### src/rtl/uart_pkg.sv
// Shared types and constants for the configurable UART transmitter.
//   tx_state_e   : transmitter FSM states
//   parity_e     : line parity encodings as presented on parity_mode_i
//   MIN_BAUD_DIV : smallest usable baud divider; smaller values select the default
package uart_pkg;

  typedef enum logic [2:0] {
    StIdle,
    StStart,
    StData,
    StParity,
    StStop
  } tx_state_e;

  typedef enum logic [1:0] {
    ParityNone = 2'b00,
    ParityEven = 2'b01,
    ParityOdd  = 2'b10
  } parity_e;

  localparam logic [15:0] MIN_BAUD_DIV = 16'd2;

endpackage

### src/rtl/sync_fifo.sv
// Synchronous FIFO with first-word-fall-through read and registered status flags.
//   clk_i, rst_ni : clock, asynchronous active-low reset
//   wen, wdata    : write strobe and data; ignored while full
//   ren, rdata    : pop strobe; rdata always shows the head word
//   full, empty   : registered status
//   level         : registered occupancy, one bit wider than the pointers
module sync_fifo #(
  parameter int unsigned WIDTH = 8,
  parameter int unsigned DEPTH = 16
) (
  input  logic                     clk_i,
  input  logic                     rst_ni,
  input  logic                     wen,
  input  logic                     ren,
  input  logic [WIDTH-1:0]         wdata,
  output logic [WIDTH-1:0]         rdata,
  output logic                     full,
  output logic                     empty,
  output logic [$clog2(DEPTH):0]   level
);

  localparam int unsigned AddrW = $clog2(DEPTH);
  localparam logic [AddrW:0] FullLevel = (AddrW + 1)'(DEPTH);

  logic [WIDTH-1:0] mem_q [DEPTH];
  logic [AddrW-1:0] wr_ptr_q, rd_ptr_q;
  logic [AddrW:0]   level_q, level_d;
  logic             full_q, empty_q;
  logic             do_wr, do_rd;

  // Gate on the registered flags so a same-cycle pop never frees room for a write.
  assign do_wr = wen & ~full_q;
  assign do_rd = ren & ~empty_q;

  always_comb begin
    level_d = level_q;
    case ({do_wr, do_rd})
      2'b10:   level_d = level_q + 1'b1;
      2'b01:   level_d = level_q - 1'b1;
      default: level_d = level_q;
    endcase
  end

  always_ff @(posedge clk_i or negedge rst_ni) begin
    if (!rst_ni) begin
      wr_ptr_q <= '0;
      rd_ptr_q <= '0;
      level_q  <= '0;
      full_q   <= 1'b0;
      empty_q  <= 1'b1;
    end else begin
      if (do_wr) wr_ptr_q <= wr_ptr_q + 1'b1;
      if (do_rd) rd_ptr_q <= rd_ptr_q + 1'b1;
      level_q <= level_d;
      full_q  <= (level_d == FullLevel);
      empty_q <= (level_d == '0);
    end
  end

  // Storage carries no reset; the pointers define what is valid.
  always_ff @(posedge clk_i) begin
    if (do_wr) mem_q[wr_ptr_q] <= wdata;
  end

  assign rdata = mem_q[rd_ptr_q];
  assign full  = full_q;
  assign empty = empty_q;
  assign level = level_q;

endmodule

### src/rtl/uart_tx_fifo_cfg.sv
// UART transmitter with integrated TX FIFO and per-frame line configuration.
//   clk_i, rst_ni     : clock, asynchronous active-low reset
//   baud_div_i        : clock cycles per bit; values below 2 select BAUD_DIV_RST
//   parity_mode_i     : 00 none, 01 even, 10 odd, 11 none
//   stop2_i           : two stop bits when high
//   tx_en_i           : allows new frames to start
//   tx_wen_i, din_i   : FIFO write strobe and data
//   full_o, empty_o,
//   level_o           : registered FIFO status
//   wr_drop_o         : one-cycle pulse after a write was rejected (FIFO full)
//   busy_o            : a frame is on the line
//   tx_bit_o          : serial output, idles high
// Line outputs are registered from the FSM state, so they trail the state by one cycle.
module uart_tx_fifo_cfg
  import uart_pkg::*;
#(
  parameter int unsigned DATA_W       = 8,
  parameter int unsigned FIFO_DEPTH   = 16,
  parameter int unsigned BAUD_DIV_RST = 104
) (
  input  logic                          clk_i,
  input  logic                          rst_ni,
  input  logic [15:0]                   baud_div_i,
  input  logic [1:0]                    parity_mode_i,
  input  logic                          stop2_i,
  input  logic                          tx_en_i,
  input  logic                          tx_wen_i,
  input  logic [DATA_W-1:0]             din_i,
  output logic                          full_o,
  output logic                          empty_o,
  output logic [$clog2(FIFO_DEPTH):0]   level_o,
  output logic                          wr_drop_o,
  output logic                          busy_o,
  output logic                          tx_bit_o
);

  localparam int unsigned BitCntW = $clog2(DATA_W);
  localparam logic [BitCntW-1:0] LastBit = BitCntW'(DATA_W - 1);

  logic [DATA_W-1:0]  fifo_rdata;
  logic               pop;

  tx_state_e          state_q, state_d;
  logic [15:0]        cnt_q, cnt_d;
  logic [15:0]        div_q, div_d;
  logic [BitCntW-1:0] bit_q, bit_d;
  logic [DATA_W-1:0]  shift_q, shift_d;
  logic               par_en_q, par_en_d;
  logic               par_bit_q, par_bit_d;
  logic               stop2_q, stop2_d;
  logic               stop_hi_q, stop_hi_d;
  logic               tx_q, tx_d;
  logic               busy_q;
  logic               wr_drop_q;

  logic [15:0]        div_eff;
  logic               start_ok;
  logic               bit_end;
  logic               load;

  sync_fifo #(
    .WIDTH (DATA_W),
    .DEPTH (FIFO_DEPTH)
  ) u_fifo (
    .clk_i  (clk_i),
    .rst_ni (rst_ni),
    .wen    (tx_wen_i),
    .ren    (pop),
    .wdata  (din_i),
    .rdata  (fifo_rdata),
    .full   (full_o),
    .empty  (empty_o),
    .level  (level_o)
  );

  assign div_eff  = (baud_div_i < MIN_BAUD_DIV) ? 16'(BAUD_DIV_RST) : baud_div_i;
  assign start_ok = tx_en_i & ~empty_o;
  assign bit_end  = (cnt_q == '0);

  always_comb begin
    state_d   = state_q;
    cnt_d     = cnt_q;
    div_d     = div_q;
    bit_d     = bit_q;
    shift_d   = shift_q;
    par_en_d  = par_en_q;
    par_bit_d = par_bit_q;
    stop2_d   = stop2_q;
    stop_hi_d = stop_hi_q;
    load      = 1'b0;
    pop       = 1'b0;

    if (state_q != StIdle && !bit_end) cnt_d = cnt_q - 16'd1;

    case (state_q)
      StIdle: begin
        if (start_ok) load = 1'b1;
      end
      StStart: begin
        if (bit_end) begin
          state_d = StData;
          cnt_d   = div_q - 16'd1;
          bit_d   = '0;
        end
      end
      StData: begin
        if (bit_end) begin
          shift_d = shift_q >> 1;
          cnt_d   = div_q - 16'd1;
          if (bit_q == LastBit) begin
            state_d   = par_en_q ? StParity : StStop;
            stop_hi_d = 1'b0;
          end else begin
            bit_d = bit_q + 1'b1;
          end
        end
      end
      StParity: begin
        if (bit_end) begin
          state_d   = StStop;
          cnt_d     = div_q - 16'd1;
          stop_hi_d = 1'b0;
        end
      end
      StStop: begin
        if (bit_end) begin
          if (stop2_q && !stop_hi_q) begin
            stop_hi_d = 1'b1;
            cnt_d     = div_q - 16'd1;
          end else if (start_ok) begin
            // Chain straight into the next start bit; no idle bit between frames.
            load = 1'b1;
          end else begin
            state_d = StIdle;
          end
        end
      end
      default: state_d = StIdle;
    endcase

    // Frame start: pop the head word and freeze the line configuration.
    if (load) begin
      pop       = 1'b1;
      state_d   = StStart;
      div_d     = div_eff;
      cnt_d     = div_eff - 16'd1;
      shift_d   = fifo_rdata;
      par_en_d  = (parity_mode_i == ParityEven) || (parity_mode_i == ParityOdd);
      par_bit_d = (^fifo_rdata) ^ (parity_mode_i == ParityOdd);
      stop2_d   = stop2_i;
    end
  end

  always_comb begin
    tx_d = 1'b1;
    case (state_q)
      StStart:  tx_d = 1'b0;
      StData:   tx_d = shift_q[0];
      StParity: tx_d = par_bit_q;
      default:  tx_d = 1'b1;
    endcase
  end

  always_ff @(posedge clk_i or negedge rst_ni) begin
    if (!rst_ni) begin
      state_q   <= StIdle;
      cnt_q     <= '0;
      div_q     <= '0;
      bit_q     <= '0;
      shift_q   <= '0;
      par_en_q  <= 1'b0;
      par_bit_q <= 1'b0;
      stop2_q   <= 1'b0;
      stop_hi_q <= 1'b0;
      tx_q      <= 1'b1;
      busy_q    <= 1'b0;
      wr_drop_q <= 1'b0;
    end else begin
      state_q   <= state_d;
      cnt_q     <= cnt_d;
      div_q     <= div_d;
      bit_q     <= bit_d;
      shift_q   <= shift_d;
      par_en_q  <= par_en_d;
      par_bit_q <= par_bit_d;
      stop2_q   <= stop2_d;
      stop_hi_q <= stop_hi_d;
      tx_q      <= tx_d;
      busy_q    <= (state_q != StIdle);
      wr_drop_q <= tx_wen_i & full_o;
    end
  end

  assign tx_bit_o  = tx_q;
  assign busy_o    = busy_q;
  assign wr_drop_o = wr_drop_q;

endmodule

### config.mk
export PLATFORM = sky130hd
export DESIGN_NAME = uart_tx_fifo_cfg
export DESIGN_NICKNAME = d
export VERILOG_FILES = /design/src/rtl/uart_pkg.sv /design/src/rtl/sync_fifo.sv /design/src/rtl/uart_tx_fifo_cfg.sv
export SDC_FILE = /design/constraint.sdc
export NUM_CORES = 1
export LEC_CHECK = 0
export ABC_AREA = 1
export BUFFER_PORTS_ARGS = -buffer_cell sky130_fd_sc_hd__buf_2
export CORE_MARGIN = 3
export CORE_UTILIZATION = 40
export CTS_BUF_LIST = sky130_fd_sc_hd__clkbuf_4 sky130_fd_sc_hd__clkbuf_8 sky130_fd_sc_hd__clkbuf_16
export CTS_CLUSTER_DIAMETER = 150
export CTS_CLUSTER_SIZE = 8
export DETAILED_ROUTE_END_ITERATION = 10
export PLACE_DENSITY = 0.54
export SLEW_MARGIN = 20
export SYNTH_ARGS = -nofsm -noshare
export SYNTH_HDL_FRONTEND = slang
export SYNTH_SLANG_ARGS = --single-unit
### constraint.sdc
create_clock -name clk_i -period 5.9 [get_ports clk_i]
set_clock_uncertainty 0.15 [all_clocks]
set_input_delay 0.59 -clock clk_i [delete_from_list [all_inputs] [get_ports clk_i]]
set_output_delay 0.59 -clock clk_i [all_outputs]
set_load 0.1 [all_outputs]
* Word level (Yosys, flattened, before mapping)
Memories as Yosys holds them, arrays and structs flattened.
Index checks and enable logic that the tools add are counted.
** Operators by class
- Add/sub/neg operators :: 8
- Magnitude comparators :: 1
- Equality and inequality tests :: 25
- Mux-type cells :: 39
- Bitwise gates (word level) :: 7
- Reductions and logical operators :: 19
** Operator list (count)
- 16-bit 2-to-1 mux :: 6
- 16-bit by 1-bit subtractor with 16-bit output, second input constant :: 3
- 3-bit 2-to-1 mux :: 12
- 16-bit one-hot mux with 2 select lines :: 1
- 8-bit 2-to-1 mux :: 3
- 3-bit inequality test, second input constant :: 7
- 16-bit logical NOT :: 1
- 16-bit by 2-bit < comparator with 1-bit output, second input constant :: 1
- 2-bit inequality test, second input constant :: 8
- 3-bit one-hot mux with 5 select lines :: 1
- 1-bit 2-to-1 mux :: 11
- 5-bit one-hot mux with 2 select lines :: 1
- 4-bit by 1-bit adder with 4-bit output, second input constant :: 2
- 8-bit AND reduction :: 1
- 8-bit parity :: 1
- 3-bit by 2-bit == test with 1-bit output, second input constant :: 2
- 3-bit == test, second input constant :: 2
- 1-bit one-hot mux with 3 select lines :: 2
- 3-bit one-hot mux with 2 select lines :: 1
- 6-bit AND reduction :: 1
- 2-bit nonzero test :: 3
- 3-bit nonzero test :: 2
- 5-bit by 1-bit adder with 5-bit output, second input constant :: 1
- 5-bit == test, second input constant :: 1
- other kinds (17) :: 25
** Word-level totals
- Flip-flop bits (word level) :: 68
- Bits in writable memories :: 128
- Input port bits :: 31
- Output and inout port bits :: 10
- Logic and storage cells :: 117
- Memories kept :: 1
** Memories
- u_fifo.mem_q :: words 16, bits a word 8, rd ports 1, clocked after memory_dff 0, wr ports 1, RTL line sync_fifo.sv:25 : logic [WIDTH-1:0] mem_q [DEPTH];

* Depth between registers and ports, before layout
- Word-level depth :: 11
- Gate-level depth with buffers :: 20
- Mapped depth without buffers :: 20

* By module
From an unflattened synthesis, not the netlist that was laid out.
** Unflattened totals
- Cells, all modules :: 1095
- Area total of the unflattened synthesis :: 9934.5 sq um
** Modules (own cells, without submodules)
- sync_fifo :: instances 1, cells an instance 498, area an instance 5993.2 sq um, seq. area each 4220.3 sq um
- uart_tx_fifo_cfg :: instances 1, cells an instance 597, area an instance 3941.3 sq um, seq. area each 1327.5 sq um

* Worst setup path before layout
Ideal clock, no wire load.
- Path kind :: register to register
- Start :: reg cnt_q[0]
- End :: reg u_fifo.empty_q, in the netlist u_fifo.empty
- Library setup time :: 67 ps
- Data arrival time :: 2602 ps
- Required time :: 5683 ps
- Path slack :: 3081 ps
- Cell stages (with the launch flop) :: 17
- Path buffers :: 1
- Period minus slack after synthesis :: 2819 ps
- Cells stage by stage :: dfrtp_1 -> inv_1 -> ha_1 -> nand2_2 -> nor2_2 -> nand2_2 -> nand2_4 -> nand2_1 -> inv_2 -> clkbuf_1 -> ha_1 -> o21ai_0 -> inv_1 -> or2_2 -> nor2_1 -> nand3_1 -> nor2_1
** On the way
- Word-level cells in the longest chain between the ends :: 8
- Elaborated cells on any way between the ends :: 9
- Classes of those cells :: eq/ne (2); mux (4); bitwise (1); reduce/logical (2)
** RTL lines
- start: declaration :: RTL line uart_tx_fifo_cfg.sv:44 : logic [15:0] cnt_q, cnt_d;
- start signal: assignment :: RTL line uart_tx_fifo_cfg.sv:180 : cnt_q <= cnt_d;
- 16-bit logical NOT * :: RTL line uart_tx_fifo_cfg.sv:78 : assign bit_end = (cnt_q == '0);
- 1-bit 2-to-1 mux * :: RTL line uart_tx_fifo_cfg.sv:126 : if (bit_end) begin
- 1-bit one-hot mux with 2 select lines * :: RTL line uart_tx_fifo_cfg.sv:95 : case (state_q)
- 1-bit 2-to-1 mux * :: RTL line uart_tx_fifo_cfg.sv:142 : if (load) begin
- 1-bit bitwise AND * :: RTL line sync_fifo.sv:33 : assign do_rd = ren & ~empty_q;
- 2-bit by 1-bit == test with 1-bit output or 2-bit == test (tied branches) :: RTL line sync_fifo.sv:37 : case ({do_wr, do_rd})
- 5-bit one-hot mux with 2 select lines * :: RTL line sync_fifo.sv:37
- net u_fifo.level_d[1] :: RTL line sync_fifo.sv:27 : logic [AddrW:0] level_q, level_d;
- 5-bit logical NOT * :: RTL line sync_fifo.sv:56 : empty_q <= (level_d == '0);
- end signal: assignment :: RTL line sync_fifo.sv:56
- end: declaration :: RTL line sync_fifo.sv:28 : logic full_q, empty_q;
The timed path passes the listed nets; every way through them passes the cells marked *.
A chain may end at the register's enable or synchronous reset.

* Worst setup path in the final report
Ends and elaborated chain as after synthesis.

==> metrics <==
Top FF cell, synth edfxtp_1; RSZ-0062 raised after global routing no; fin nets approximately 1200; Max Transition Viols Final 0; CP Cell Sequence inv_1 > ha_1 > nand2_2 > nor2_2 > nand2_2 > nand2_4 > nand2_2 > inv_2 > ha_1 > o21ai_0 > inv_1 > or2_2 > nor2_1 > nand3_1 > nor2_1; most frequent cell after synthesis nand2_1; layout cell share with drive strength beyond 1 between 10% and 20%; cells after synthesis between 1000 and 1500; CTS tree yes; hold_ws 0.1182 ns; final setup vio count 0; post-CTS resize count 0; Pleak 4.813 nW; Fill cells 2366; Iteration-0 DRC Markers 533; peak supply drop 0.3064 mV; reg2reg end u_fifo.empty; critical path launch point type register; io pins 41; register area share after synthesis 55.32%; TritonRoute pass-1 iters 5; Worst EP arrival around 3.5 ns; flops & latches, synth 196; deepest clock path buffer count 2; Remaining DRCs 0; # H-tree levels 4; worst slew pin tran ~1.1 ns; CORE AREA 0.02446 mm^2; setup_tns 0 ns; Num Clock Sinks 196; Post-Place Cells approximately 1500; Final ANT Viol Nets 0; cells on worst reg2reg path 15; Area contributors post-synth edfxtp_1, dfrtp_1, nand2_1; Slew Limit Headroom 29.10%; Worst Path Max Fanout 35; Post-synth ARST share 34.69%; row count 57; Mean Syn Cell Area 8.843 um^2; Root Driver clkbuf_16; total of max-cap violations 0; WL/cell 16.20 um; Mapped Area 0.01003 mm^2; most frequent CP cell nand2_2; Synth cell types 46; initial core utilization 41.00%; Critical Path Sink Type register; Post-CTS Setup Inserts 0; Inserted Clock Buffers 17; reg2reg start cnt_q[0]; Area growth syn-to-layout 10.43%; Cell Pwr Density 523.4 mW/mm^2; Slowest-stage cell, CP inv_2; later-pin clock latency in the skew report 0.45 ns; grt ovf 0; DRT Wirelength 24270 um; Hold Buf Count CTS 0; Synth area leader edfxtp_1; Antenna Cells 0; max incr delay on CP approximately 0.50 ns; vias in the first global route 7053; die area 0.02701 mm^2; Global Route Usage Sum 18.50%; initial antenna violation count 0; Req. time, crit path 6.13 ns; Clock transition at path regs 0.08 ns; Post-synth EDFFs 128; Vias/cell 4.980; Fmax 0.3088 GHz; syn_nets 1179; Buffers on Ports 40; R2R setup slack about 2.7 ns; final cell count without fillers 1498; top-area cell type share of the netlist area between 30% and 40%; critical path class register to register; total number of vias approximately 7500; Warnings, synthesis 0; pin count of the biggest net entering global routing 75; minimum clock period 3.239 ns; Die H 164.3 um; final hold vios 0; hpwl dp 16360 um; most common library cells after synthesis nand2_1, edfxtp_1, inv_1, nand3_1, nor2_1; Die Width 164.3 um; Tcrit/Tclk final 54.89%; GPL Wtd Cong 0.8704; Crit. Startpoint cnt_q[0]; outcome completed; first-pass GRT wire length 38300 um; worst min-delay path class primary input to async pin
-- worst max-delay path: cells and delay by family, from the launching register on --
| kind | cells | cell delay, ns |
|---|---|---|
| AO/OA/AOI/OAI | 1 | 0.18 |
| adder cells (fa/ha/maj) | 2 | 0.64 |
| buffers and inverters | 3 | 0.72 |
| flip-flops | 1 | 0.41 |
| AND/OR/NAND/NOR | 9 | 1.06 |
-- flip-flops by register name, indices dropped and copies added, names as in the netlist, 3 cells and up --
name / count
u_fifo.mem_q: 128
u_fifo.rd_ptr_q: 4
div_q: 16
state_q: 3
bit_q: 3
u_fifo.level: 5
u_fifo.wr_ptr_q: 4
shift_q: 8
cnt_q: 16
-- layout by cell type, fill, tap and decap left out, types with 5 or more instances in the layout --
cell and instances:
inv_12 5, nor2_2 12, nand3_1 102, nor2_1 101, inv_2 12, o211ai_1 12
nand2_1 325, nand2_2 10, xnor2_1 6, dfrtp_1 65, nor3_1 13, xor2_1 24
buf_2 39, o21ai_0 61, o21ai_1 13, clkbuf_16 17, ha_1 14, or2_2 5
edfxtp_1 128, nand4_1 12, a21oi_1 17, inv_1 128
-- routing by layer --
metal	global-route usage (%)	share of wire, %	up-vias
met1	24.59	45	3515
met5	0	0	-
met2	31.66	50	156
li1	-	-	3772
met3	2.799	3.8	17
met4	4.844	0.98	0
-- kinds of logic (layout without fill, tap and decap cells) --
family	Yosys count	in the layout	synth area share (%)
adder cells (fa/ha/maj)	14	14	1.747
AO/OA/AOI/OAI	122	122	7.049
AND/OR/NAND/NOR	595	595	25.51
XOR/XNOR	30	30	2.620
flip-flops	196	196	55.32
buffers and inverters	177	217	7.748
-- worst max-delay path by stage --
stage                     depth (start not counted)      endpoint  slack [ns]
after floorplan                                  16  u_fifo.empty        3.08
after global placement                           15   u_fifo.full        2.78
after detailed placement                         15   u_fifo.full        2.67
after CTS                                        15  u_fifo.empty        2.67
after global routing                             15  u_fifo.empty        2.37
final                                            15  u_fifo.empty        2.66
-- through the flow --
stage | setup WS, ns | power [mW] | util, % | area, um^2
5_1_grt | 2.367 | 6.272 | 45.27 | 11070
6_report | 2.661 | 5.797 | 45.27 | 11070
2_1_floorplan | 3.081 | 4.001 | - | 10030
4_1_cts | 2.667 | 5.848 | 45.27 | 11070
3_3_place_gp | 2.776 | 4.552 | 42.59 | 10420
3_5_place_dp | 2.671 | 4.576 | 42.59 | 10420
-- final cells by class --
| type | instances | area [um^2] | area share [%] |
|---|---|---|---|
| Clock inverter | 15 | 230.2 | 2.079 |
| Sequential cell | 196 | 5549 | 50.11 |
| Clock buffer | 17 | 425.4 | 3.841 |
| Inverter | 142 | 533.0 | 4.813 |
| Multi-Input combinational cell | 761 | 3706 | 33.47 |
| Tap cell | 324 | 405.4 | 3.661 |
| Timing Repair Buffer | 43 | 225.2 | 2.034 |
-- report_power, final --
part,internal [mW],switching [mW],leakage (nW),total (mW)
clock,0.637,0.630,0.316,1.27
sequential,1.78,0.251,1.99,2.03
combinational,0.725,1.77,2.51,2.50
Power figures use the tool's default switching activity.
